### src/rtl/ccc_fab_clkgen.sv
// Fabric clock-enable / divided-clock generator: NUM_CH channels, each with a programmable
// divide ratio applied only at period boundaries, plus a global settle-based lock flag.
module ccc_fab_clkgen #(
  parameter int unsigned NUM_CH      = 3,
  parameter int unsigned DIV_W       = 5,
  parameter int unsigned DEFAULT_DIV = 3,
  parameter int unsigned LOCK_CYCLES = 16
) (
  input  logic                    PCLK,
  input  logic                    PRESERN,
  input  logic [NUM_CH*DIV_W-1:0] div_cfg,
  input  logic                    cfg_load,
  input  logic [NUM_CH-1:0]       ch_en,
  output logic [NUM_CH-1:0]       ce_out,
  output logic [NUM_CH-1:0]       clk_out,
  output logic                    cfg_busy,
  output logic                    lock
);

  localparam int unsigned      LockW    = $clog2(LOCK_CYCLES + 1);
  localparam logic [DIV_W-1:0] DefField = DIV_W'(DEFAULT_DIV);
  localparam logic [LockW-1:0] LockMax  = LockW'(LOCK_CYCLES);

  typedef enum logic [1:0] {StIdle, StRun, StPend} ch_state_e;

  ch_state_e        state_q  [NUM_CH];
  ch_state_e        state_d  [NUM_CH];
  logic [DIV_W-1:0] cnt_q    [NUM_CH];
  logic [DIV_W-1:0] cnt_d    [NUM_CH];
  logic [DIV_W-1:0] field_q  [NUM_CH];
  logic [DIV_W-1:0] field_d  [NUM_CH];
  logic [DIV_W-1:0] shadow_q [NUM_CH];
  logic [DIV_W-1:0] shadow_d [NUM_CH];
  logic [DIV_W-1:0] cfg      [NUM_CH];
  logic [NUM_CH-1:0] ce_q, ce_d, clk_q, clk_d;
  logic              busy_q, busy_d;
  logic [LockW-1:0]  lock_cnt_q, lock_cnt_d;

  // Outside PEND the shadow always equals the active field, so every point where a new
  // ratio may take effect (idle, abort, wrap) simply copies the shadow.
  always_comb begin
    busy_d = cfg_load;
    for (int unsigned i = 0; i < NUM_CH; i++) begin
      cfg[i]      = div_cfg[i*DIV_W +: DIV_W];
      state_d[i]  = state_q[i];
      cnt_d[i]    = cnt_q[i];
      field_d[i]  = field_q[i];
      shadow_d[i] = cfg_load ? cfg[i] : shadow_q[i];
      ce_d[i]     = 1'b0;
      clk_d[i]    = 1'b0;
      unique case (state_q[i])
        StIdle: begin
          field_d[i] = shadow_d[i];
          cnt_d[i]   = '0;
          if (ch_en[i]) begin
            state_d[i] = StRun;
            clk_d[i]   = 1'b1;
          end
        end
        default: begin
          if (!ch_en[i]) begin
            state_d[i] = StIdle;
            cnt_d[i]   = '0;
            field_d[i] = shadow_d[i];
          end else if (cnt_q[i] == field_q[i]) begin
            state_d[i] = StRun;
            cnt_d[i]   = '0;
            field_d[i] = shadow_d[i];
            ce_d[i]    = 1'b1;
            clk_d[i]   = 1'b1;
          end else begin
            if (cfg_load) state_d[i] = StPend;
            cnt_d[i] = cnt_q[i] + DIV_W'(1);
            // High while count < ceil(N/2), i.e. count <= field/2.
            clk_d[i] = (cnt_d[i] <= (field_q[i] >> 1));
          end
        end
      endcase
      busy_d = busy_d | (state_d[i] == StPend);
    end
  end

  always_comb begin
    lock_cnt_d = lock_cnt_q;
    if (cfg_load || busy_q) begin
      lock_cnt_d = '0;
    end else if (lock_cnt_q != LockMax) begin
      lock_cnt_d = lock_cnt_q + LockW'(1);
    end
  end

  always_ff @(posedge PCLK) begin
    if (!PRESERN) begin
      for (int unsigned i = 0; i < NUM_CH; i++) begin
        state_q[i]  <= StIdle;
        cnt_q[i]    <= '0;
        field_q[i]  <= DefField;
        shadow_q[i] <= DefField;
      end
      ce_q       <= '0;
      clk_q      <= '0;
      busy_q     <= 1'b0;
      lock_cnt_q <= '0;
    end else begin
      state_q    <= state_d;
      cnt_q      <= cnt_d;
      field_q    <= field_d;
      shadow_q   <= shadow_d;
      ce_q       <= ce_d;
      clk_q      <= clk_d;
      busy_q     <= busy_d;
      lock_cnt_q <= lock_cnt_d;
    end
  end

  assign ce_out   = ce_q;
  assign clk_out  = clk_q;
  assign cfg_busy = busy_q;
  assign lock     = (lock_cnt_q == LockMax);

endmodule

### config.mk
export PLATFORM = sky130hd
export DESIGN_NAME = ccc_fab_clkgen
export DESIGN_NICKNAME = d
export VERILOG_FILES = /design/src/rtl/ccc_fab_clkgen.sv
export SDC_FILE = /design/constraint.sdc
export NUM_CORES = 1
export LEC_CHECK = 0
export ABC_AREA = 1
export BUFFER_PORTS_ARGS = -buffer_cell sky130_fd_sc_hd__buf_2
export CAP_MARGIN = 20
export CORE_MARGIN = 5
export CORE_UTILIZATION = 40
export CTS_CLUSTER_DIAMETER = 40
export CTS_CLUSTER_SIZE = 8
export DETAILED_ROUTE_END_ITERATION = 6
export PLACE_DENSITY = 0.61
export SETUP_SLACK_MARGIN = 0.1
export SYNTH_ARGS = -nofsm -noshare
export SYNTH_HDL_FRONTEND = slang
export SYNTH_SLANG_ARGS = --single-unit
### constraint.sdc
create_clock -name PCLK -period 1.8 [get_ports PCLK]
set_input_delay 0.27 -clock PCLK [delete_from_list [all_inputs] [get_ports PCLK]]
set_output_delay 0.27 -clock PCLK [all_outputs]
set_load 0.02 [all_outputs]
After elaboration in Yosys (flattened, before gate mapping)
Index checks and enable logic that the tools add are counted.
- $add $sub $neg: 4
- order comparisons: 3
- equal/unequal tests: 11
- muxes and demuxes: 42
- bitwise gates (word level): 7
- reductions and logical operators: 11
- operators with widths (operator ; number):
    5-bit two-way mux ; 12
    2-bit two-way mux ; 15
    5-bit by 1-bit adder with 5-bit output (second input constant) ; 4
    5-bit equality test ; 3
    5-bit by 4-bit <= comparator with 1-bit output ; 3
    1-bit two-way mux ; 15
    4-bit OR reduction ; 3
    3-bit by 1-bit inequality test with 1-bit output (second input constant) ; 3
    3-bit OR reduction ; 3
    2-bit equality test (second input constant) ; 3
    2-bit zero test ; 3
    5-bit equality test (second input constant) ; 1
    5-bit inequality test (second input constant) ; 1
    1-bit inverter ; 4
    1-bit OR ; 3
    2-bit OR reduction ; 1
    1-bit logical OR ; 1
- bits in registers: 63
- bits of input ports: 21
- output and inout bits: 8
- word-level logic and storage cells: 96

Depth between registers and ports, before layout
Gate-level depths: netlist of run 1.
- depth after elaboration: 8
- gate-level depth with buffers: 12
- gate-level depth less buffers: 11

Worst setup path after synthesis of run 1
OpenSTA, ideal clock, no wires.
- kind: register -> register
- start: reg cnt_q[0] (netlist name)
- end: reg clk_q[2], in the netlist clk_out[2]
- library setup time: 0.113 ns
- data arrival time: 1.386 ns
- required time: 1.687 ns
- path slack: 0.301 ns
- cell stages (with the launch flop): 10
- buffers on the path: 0
- period minus slack after synthesis: 1.499 ns
- cell sequence: dfxtp_1 -> ha_1 -> nor2_1 -> nor2_1 -> ha_1 -> nand2_1 -> o21ai_0 -> a21oi_1 -> nor2_1 -> nor2_1
- word-level cells in the longest chain between the ends: 5
- elaborated cells on any way between the ends: 6
- those cells by class: add/sub (1); order compare (1); eq/ne (1); mux (3)
- RTL lines (item ; line ; source):
    start, declared ; 28 ; logic [DIV_W-1:0] cnt_q [NUM_CH];
    start signal, assigned ; 106 ; cnt_q <= cnt_d;
    5-bit by 1-bit adder with 5-bit output ; 73 ; cnt_d[i] = cnt_q[i] + DIV_W'(1);
    5-bit by 4-bit <= comparator with 1-bit output ; 75 ; clk_d[i] = (cnt_d[i] <= (field_q[i] >> 1));
    1-bit two-way mux * ; 65 ; end else if (cnt_q[i] == field_q[i]) begin
    1-bit two-way mux * ; 61 ; if (!ch_en[i]) begin
    1-bit two-way mux * ; 51 ; unique case (state_q[i])
    end signal, assigned ; 110 ; clk_q <= clk_d;
    end, declared ; 35 ; logic [NUM_CH-1:0] ce_q, ce_d, clk_q, clk_d;
Mark *: on every way between the ends. The rest lies on a longest branch, timed or not.
A chain may end at the register's enable or synchronous reset.

Worst setup path in the final report of run 1
- start: reg lock_cnt_q[0]
- end: out lock
- word-level cells in the longest chain between the ends: 1
- RTL lines (item ; line ; source):
    start, declared ; 37 ; logic [LockW-1:0] lock_cnt_q, lock_cnt_d;
    start signal, assigned ; 112 ; lock_cnt_q <= lock_cnt_d;
    5-bit equality test ; 119 ; assign lock = (lock_cnt_q == LockMax);
    end, declared ; 17 ; output logic lock
No other way between the ends.

==> run metrics, run 1 <==
FF/Latch Area 1280 sq um; share of cells above drive strength 1 between 10% and 20%; r2r setup slk about 0.23 ns; Max clock buf depth 2; Synth area leaders dfxtp_1 (42%), nand2_1 (15%), inv_1 (9.4%), ha_1 (7.2%), nor2_1 (6.7%); global-route wire length before repair between 9000 and 10,000 um; post-synth cell types 26; Worst setup SP type flip-flop; die area between 9000 and 10,000 sq um; status finished clean; Routability Congestion between 0.8 and 0.9; TritonCTS Sinks 63; commonest non-fill, non-tap cell in the layout nand2_1; die height approximately 96 um; YS warnings 0; Post-Syn Area slightly below 3000 sq um; Hold Path Class primary input to flip-flop; Worst R2R Start cnt_q[10]; crit path max fanout 4; synthesized area per cell 7.14 sq um; largest net degree at the start of global routing 17; site row count 31; # Post-CTS Setup Buffers 0; Final Hold Fails 0; Hold Startpoint div_cfg[0]; max incr delay on CP approximately 0.37 ns; Crit. path cell count 5; multi-input logic area 1410 sq um; CP Capture Type output pin; worst skew pair latency roughly 0.34 ns; Initial Util 40.9%; Filler cells approximately 760; placed cell area around 3200 sq um; clock root cell clkbuf_8; Die Wd 96.2 um; #FFs+latches synth 63; Hold Buf Count CTS 0; First-pass DRT Iterations 4; most frequent cells in the layout nand2_1 (118), inv_1 (72), dfxtp_1 (54); Fmax between 600 and 700 MHz; hold_ws around 0.17 ns; RSZ-0062 raised after global routing yes; initial drt markers between 60 and 70; vias per cell roughly 4.5; Slowest cell on crit path dfxtp_1; CTS tree built; Diodes inserted 0; top cell type's share of synthesized area a little over two fifths; vias between 2,000 and 2,500; CTS Buf Count 9; worst r2r path cells 9; Final period util around 88%; Rel. slew slack about two thirds; endpoints failing setup 0; Slew Limit Fails 0; drt drc 0; Layout area overhead 16.6%; final cell count without fillers roughly 560; final instance area around 3500 sq um; final wirelength 5850 um; setup TNS 0 ns; core area 7250 sq um; largest area contributor in the netlist dfxtp_1; Leak about 1.8 nW; post_cts resized 0; Least-Margin Pin Slew 0.502 ns; Setup Skew between 0.007 and 0.008 ns; crit path kind flip-flop to output pin; final antenna-violating net count 0; synthesized instance count between 400 and 500; WHS Endpoint shadow_q[10]; IO Pins 29; peak supply drop roughly 0.56 mV; H-tree depth 3; Total GRT Usage 14.2%; Reg clk slew, reported paths around 0.07 ns; Tmin final about 1.6 ns; Worst R2R End clk_out[0]; antenna violations before repair 0; IO buf count 28; Post-layout nets slightly below 500; Hold Path Stages 3; post-synthesis sequential area ratio 42.5%; worst path buffer plus inverter count 3; Cell Chain, Critical Path inv_1, ha_1, nand4_1, inv_2, buf_2; Routed WL per cell between 10 and 15 um; Crit path arrival time about 1.3 ns; PD cells between 800 and 900 nW/um^2; HPWL Detailed ~4300 um; Total Power between 3 and 4 mW; max_cap viols 0; Cells after DPL 540; total gr overflow 0; Top delay family on crit path flip-flops; CP required 1.53 ns; vias in the first global route approximately 2,300; Mapped Nets 454
-- kinds of logic (layout without fill, tap and decap cells) --
kind of cell	after synthesis	in the layout	share of synthesized area [%]
flip-flops	63	63	42.5
XOR/XNOR	11	11	3.24
AND/OR/NAND/NOR	209	209	30.0
adder cells (fa/ha/maj)	17	17	7.16
AO/OA/AOI/OAI	32	32	5.69
buffers and inverters	84	125	11.4
-- Yosys cell counts --
cell type	count
nor2_2	4
ha_1	17
dfxtp_1	63
o21bai_1	2
xor2_1	5
nor2_8	1
xnor2_1	6
nand2_2	2
buf_6	1
nand3_2	2
nand3_1	11
a21oi_1	15
o21ai_0	14
inv_2	3
or2_1	1
nand2_4	2
nor3_2	1
nand4_1	7
buf_2	3
inv_1	74
a21oi_2	1
nand2_1	118
nor3_1	7
buf_8	1
nor2_1	53
clkbuf_1	2
-- final cells by class --
type,count,area share [%]
clock buffer,12,4.19
sequential,63,37.0
inverter,77,8.35
multi-input combinational,269,40.7
tap,99,3.58
timing repair buffer,32,4.91
clock inverter,4,1.30
-- registers in the layout (all words and copies together), names as in the netlist --
name        flops
clk_out         3
cfg_busy        1
field_q        15
lock_cnt_q      5
cnt_q          15
state_q         6
ce_out          3
shadow_q       15
-- per-stage QoR --
stage,setup WS (ns),utilization [%]
after detailed placement,0.164,44.3
after global placement,0.221,44.3
after floorplan,0.301,-
after global routing,0.0889,47.7
final,0.218,47.7
after CTS,0.126,46.9
-- worst max-delay path by stage --
stage / end / from / slack [ns]
after CTS: clk_out[1] / cnt_q[5] / 0.13
after detailed placement: clk_out[1] / cnt_q[5] / 0.16
after global routing: clk_out[2] / cnt_q[0] / 0.09
final: lock / lock_cnt_q[0] / 0.22
after floorplan: clk_out[2] / cnt_q[0] / 0.30
after global placement: clk_out[2] / cnt_q[0] / 0.22
-- power breakdown --
group	internal (mW)	switching, mW	leakage [nW]
combinational	0.133	0.206	1.16
clock	0.671	0.539	0.100
sequential	1.46	0.0353	0.523
-- routing by layer --
metal / share of wire, % / wire length [um] / vias to the layer above / track usage [%]
met5: 0 / 0 / - / 0
met4: 2.5 / 147 / 0 / 7.11
met3: 4.7 / 274 / 14 / 4.77
met2: 43 / 2520 / 51 / 21.9
met1: 50 / 2910 / 1083 / 17.6
li1: - / - / 1339 / -
-- worst register-to-register path: stages, from the launching register on --
cell,delay [ns]
dfxtp_2,0.38
nand3_1,0.15
xor2_2,0.18
inv_1,0.06
ha_1,0.30
a21oi_1,0.15
o21ai_1,0.07
a21oi_1,0.12
nor2_1,0.05
nor2_1,0.07
Note: power is estimated with default switching activity, not from simulation.
==> run 2: changes to the inputs <==
Settings changed: BUFFER_PORTS_ARGS -buffer_cell sky130_fd_sc_hd__buf_2 to -buffer_cell sky130_fd_sc_hd__buf_4, SETUP_SLACK_MARGIN 0.1 to 0.02.
==> run metrics, run 2 (synthesis gave the netlist of run 1 again) <==
status finished clean; Tmin final 1.63 ns; max incr delay on CP 0.37 ns; Leak around 1.8 nW; final antenna-violating net count 0; Worst R2R Start cnt_q[10]; Fmax 612 MHz; Final Hold Fails 0; initial drt markers 76; IO Pins 29; worst r2r path cells 9; Hold Buf Count CTS 0; die height 96.2 um; Layout area overhead 17.2%; RSZ-0062 raised after global routing yes; endpoints failing setup 0; vias approximately 2,500; Cells after DPL between 500 and 600; Cell Chain, Critical Path nand3_1, xor2_2, inv_1, ha_1, a21oi_1, o21ai_0, a21oi_1, nor2_1, nor2_1; HPWL Detailed 4250 um; worst path buffer plus inverter count 1; crit path max fanout 6; Hold Path Class primary input to flip-flop; TritonCTS Sinks 63; die area 9250 sq um; pre-CTS setup slack ~0.14 ns; post_cts resized 0; CTS tree built; max_cap viols 0; vias per cell roughly 4.4; # Post-CTS Setup Buffers 0; Crit path arrival time approximately 1.9 ns; drt drc 0; Reg clk slew, reported paths 0.07 ns; Die Wd a little under 100 um; Rel. slew slack about 65%; Total GRT Usage between 10 and 15%; r2r setup slk approximately 0.17 ns; Top delay family on crit path compound AO/OA/AOI/OAI gates; CTS Buf Count 9; CP Capture Type flip-flop; most frequent cells in the layout nand2_1 (118), inv_1 (74), dfxtp_1 (55); crit path kind flip-flop to flip-flop; share of cells above drive strength 1 between 10% and 20%; First-pass DRT Iterations 4; Routability Congestion 0.835; global-route wire length before repair 10,100 um; site row count 31; core area between 7000 and 8000 sq um; vias in the first global route ~2,400; Setup Skew 0.00925 ns; Initial Util between 40% and 50%; IO buf count 28; Post-layout nets a little under 500; H-tree depth 3; biggest regs cnt_q x15, field_q x15, shadow_q x15; Final period util slightly above 90%; Total Power 3.06 mW; Slew Limit Fails 0; Least-Margin Pin Slew between 0.5 and 0.6 ns; Diodes inserted 0; antenna violations before repair 0; total gr overflow 0; Routed WL per cell between 10 and 15 um; clock root cell clkbuf_8; Slowest cell on crit path dfxtp_2; final cell count without fillers approximately 550; commonest non-fill, non-tap cell in the layout nand2_1; setup ws final ~0.17 ns; CP required 2.08 ns; WHS Endpoint shadow_q[6]; peak supply drop 0.479 mV; Hold Path Stages 3; Worst R2R End clk_out[0]; PD cells 879 nW/um^2; Max clock buf depth 2; worst skew pair latency about 0.33 ns; largest net degree at the start of global routing 21; setup TNS 0 ns; final wirelength just under 6000 um; Worst setup SP type flip-flop; Hold Startpoint div_cfg[6]
[run 2: cell types whose count changed in the layout (fill, tap and decap cells not counted), moves of 3 or more]
cell / delta
buf_2: -28
buf_4: +25
nor2_2: -3
nor2_1: +3
ha_1: +3
[run 2: layout make-up]
class | instances | area (sq um)
clock inverter | 6 | 60.1
sequential | 63 | 1270
clock buffer | 10 | 138
timing repair buffer | 29 | 218
fill | 768 | 3770
tap | 99 | 124
inverter | 77 | 289
multi-input combinational | 269 | 1380
[run 2: power by group]
| group | internal, mW | switching, mW | total [mW] |
|---|---|---|---|
| combinational | 0.141 | 0.202 | 0.343 |
| clock | 0.669 | 0.550 | 1.22 |
| sequential | 1.46 | 0.0360 | 1.50 |
[run 2: worst max-delay path by stage]
| stage | from | end | depth (start not counted) |
|---|---|---|---|
| 3_3_place_gp | cnt_q[0] | clk_out[2] | 10 |
| 2_1_floorplan | cnt_q[0] | clk_out[2] | 9 |
| 3_5_place_dp | cnt_q[5] | clk_out[1] | 9 |
| 5_1_grt | cnt_q[5] | clk_out[1] | 9 |
| 6_report | cnt_q[10] | clk_out[0] | 9 |
| 4_1_cts | cnt_q[10] | clk_out[0] | 9 |
[run 2: worst register-to-register path, stage by stage (launching register included)]
cell,delay (ns)
dfxtp_2,0.37
nand3_1,0.13
xor2_2,0.16
inv_1,0.06
ha_1,0.30
a21oi_1,0.18
o21ai_0,0.12
a21oi_1,0.14
nor2_1,0.05
nor2_1,0.07
[run 2: metrics by stage]
stage	hold WS [ns]	utilization (%)	cell area [sq um]
after floorplan	0.417	-	2970
after global placement	0.443	45.0	3260
after detailed placement	0.445	45.0	3260
after CTS	0.157	47.7	3460
after global routing	0.172	48.0	3480
final	0.176	48.0	3480
[run 2: metal layers]
layer  GRT usage (%)  wire length, um  vias up
met5               0                0        -
met4            7.82              116        0
met3            2.66              200        9
met2            22.5             2650       34
met1            17.7             2830     1087
li1                -                -     1321
==> run 3: changes to the inputs <==
Settings changed: CORE_UTILIZATION 40 to 25, PLACE_DENSITY 0.61 to 0.43.
==> run metrics, run 3 (synthesis gave the netlist of run 1 again) <==
Int Pwr 2.61 mW; Fmax approximately 620 MHz; IO Pins 29; vias 2,400; vias per cell 4.00; CTS tree built; most frequent cells in the layout nand2_1 (118), inv_1 (74), dfxtp_1 (57); CP Capture Type output pin; sequential power share 43.2%; Total Power between 3 and 4 mW; hold_ws between 0.15 and 0.2 ns; Clk pwr share approximately 47%; Reg clk slew, reported paths roughly 0.06 ns; vias in the first global route about 2,500; final antenna-violating net count 0; post_cts resized 0; Final period util about nine tenths; global-route wire length before repair between 10,000 and 15,000 um; HPWL Detailed 4820 um; Hold Path Class primary input to flip-flop; # Post-CTS Setup Buffers 0; Rel. slew slack about 73%; Tmin final between 1.5 and 2 ns; Routability Congestion 0.792; Final Hold Fails 0; endpoints failing setup 0; PD cells around 950 nW/um^2; final wirelength roughly 6400 um; Diodes inserted 0; max_cap viols 0; commonest non-fill, non-tap cell in the layout nand2_1; First-pass DRT Iterations 4; drt drc 0; worst skew pair latency between 0.3 and 0.4 ns; Total GRT Usage under 10%; die area about 14,000 sq um; crit path max fanout 4; antenna violations before repair 0; total gr overflow 0; TritonCTS Sinks between 60 and 70; Cells after DPL 584; Net Switching around 0.86 mW; Setup Skew 0.00608 ns; CP required roughly 1.5 ns; Comb power frac between 10 and 15%; Sw Ratio between 20 and 25%; core area between 10,000 and 15,000 sq um; status finished clean; CTS Buf Count 9; biggest regs cnt_q x15, field_q x15, shadow_q x15; initial drt markers between 60 and 70; Layout area overhead 23.0%; H-tree depth 3; RSZ-0062 raised after global routing no; Max clock buf depth 2; clock root cell clkbuf_16; crit path kind flip-flop to output pin; peak supply drop 0.458 mV; final cell count without fillers 600; largest net degree at the start of global routing 21; Initial Util around a quarter; Die Wd about 120 um; die height 119 um; setup TNS 0 ns; Hold Buf Count CTS 0; Leak about 1.8 nW; Routed WL per cell 10.6 um; site row count 39; Worst setup SP type flip-flop; Least-Margin Pin Slew between 0.4 and 0.5 ns; Post-layout nets 490; share of cells above drive strength 1 between 10% and 20%; Slew Limit Fails 0; IO buf count 28; Crit path arrival time about 1.3 ns
## run 3: changes by cell type in the layout (fill, tap and decap cells not counted), sizes merged
cell      previous run  this run
bufinv               1         0
clkinvlp             2         3
clkbuf              10        11
buf                 29        32
clkinv               3         2
## run 3: through the flow
step	instance area (sq um)	util, %	setup slack, ns
after floorplan	2970	-	0.301
after detailed placement	3340	29.0	0.107
final	3650	31.7	0.189
after CTS	3620	31.5	0.0919
after global routing	3650	31.7	0.0198
after global placement	3340	29.0	0.150
## run 3: final timing paths
kind | end | start | slack (ns) | depth (start not counted)
min | shadow_q[6] | div_cfg[6] | 0.19 | 3
max reg2reg | clk_out[0] | cnt_q[10] | 0.20 | 9
max | lock | lock_cnt_q[0] | 0.19 | 5
min reg2reg | cnt_q[10] | cnt_q[10] | 0.45 | 1
## run 3: final cells by class
cell class              instances  area (sq um)
repair buffers                 32           240
clock buffers                  11           253
well taps                     143           179
clock inverters                 5          32.5
multi-input cells             269          1390
fillers                      1244          7870
inverters                      77           289
flip-flops and latches         63          1270
## run 3: power by group through the flow
stage | logic, mW | clock network (mW) | registers [mW]
CTS | 0.361 | 1.67 | 1.50
finish | 0.357 | 1.62 | 1.50
global route | 0.420 | 1.74 | 1.51
detailed placement | 0.358 | 0 | 1.53
floorplan | 0.243 | 0 | 1.53
global placement | 0.355 | 0 | 1.53
## run 3: per-layer routing
| layer | routed length [um] | vias to the layer above | track usage (%) |
|---|---|---|---|
| met5 | 0 | - | 0 |
| met4 | 78 | 0 | 3.33 |
| met3 | 196 | 4 | 3.41 |
| met2 | 2860 | 31 | 15.7 |
| met1 | 3210 | 1030 | 12.6 |
| li1 | - | 1335 | - |
## run 3: worst max-delay path: stages (launching register included)
cell,delay (ns)
dfxtp_1,0.37
inv_1,0.07
ha_1,0.19
nand4_1,0.14
inv_1,0.09
buf_4,0.16
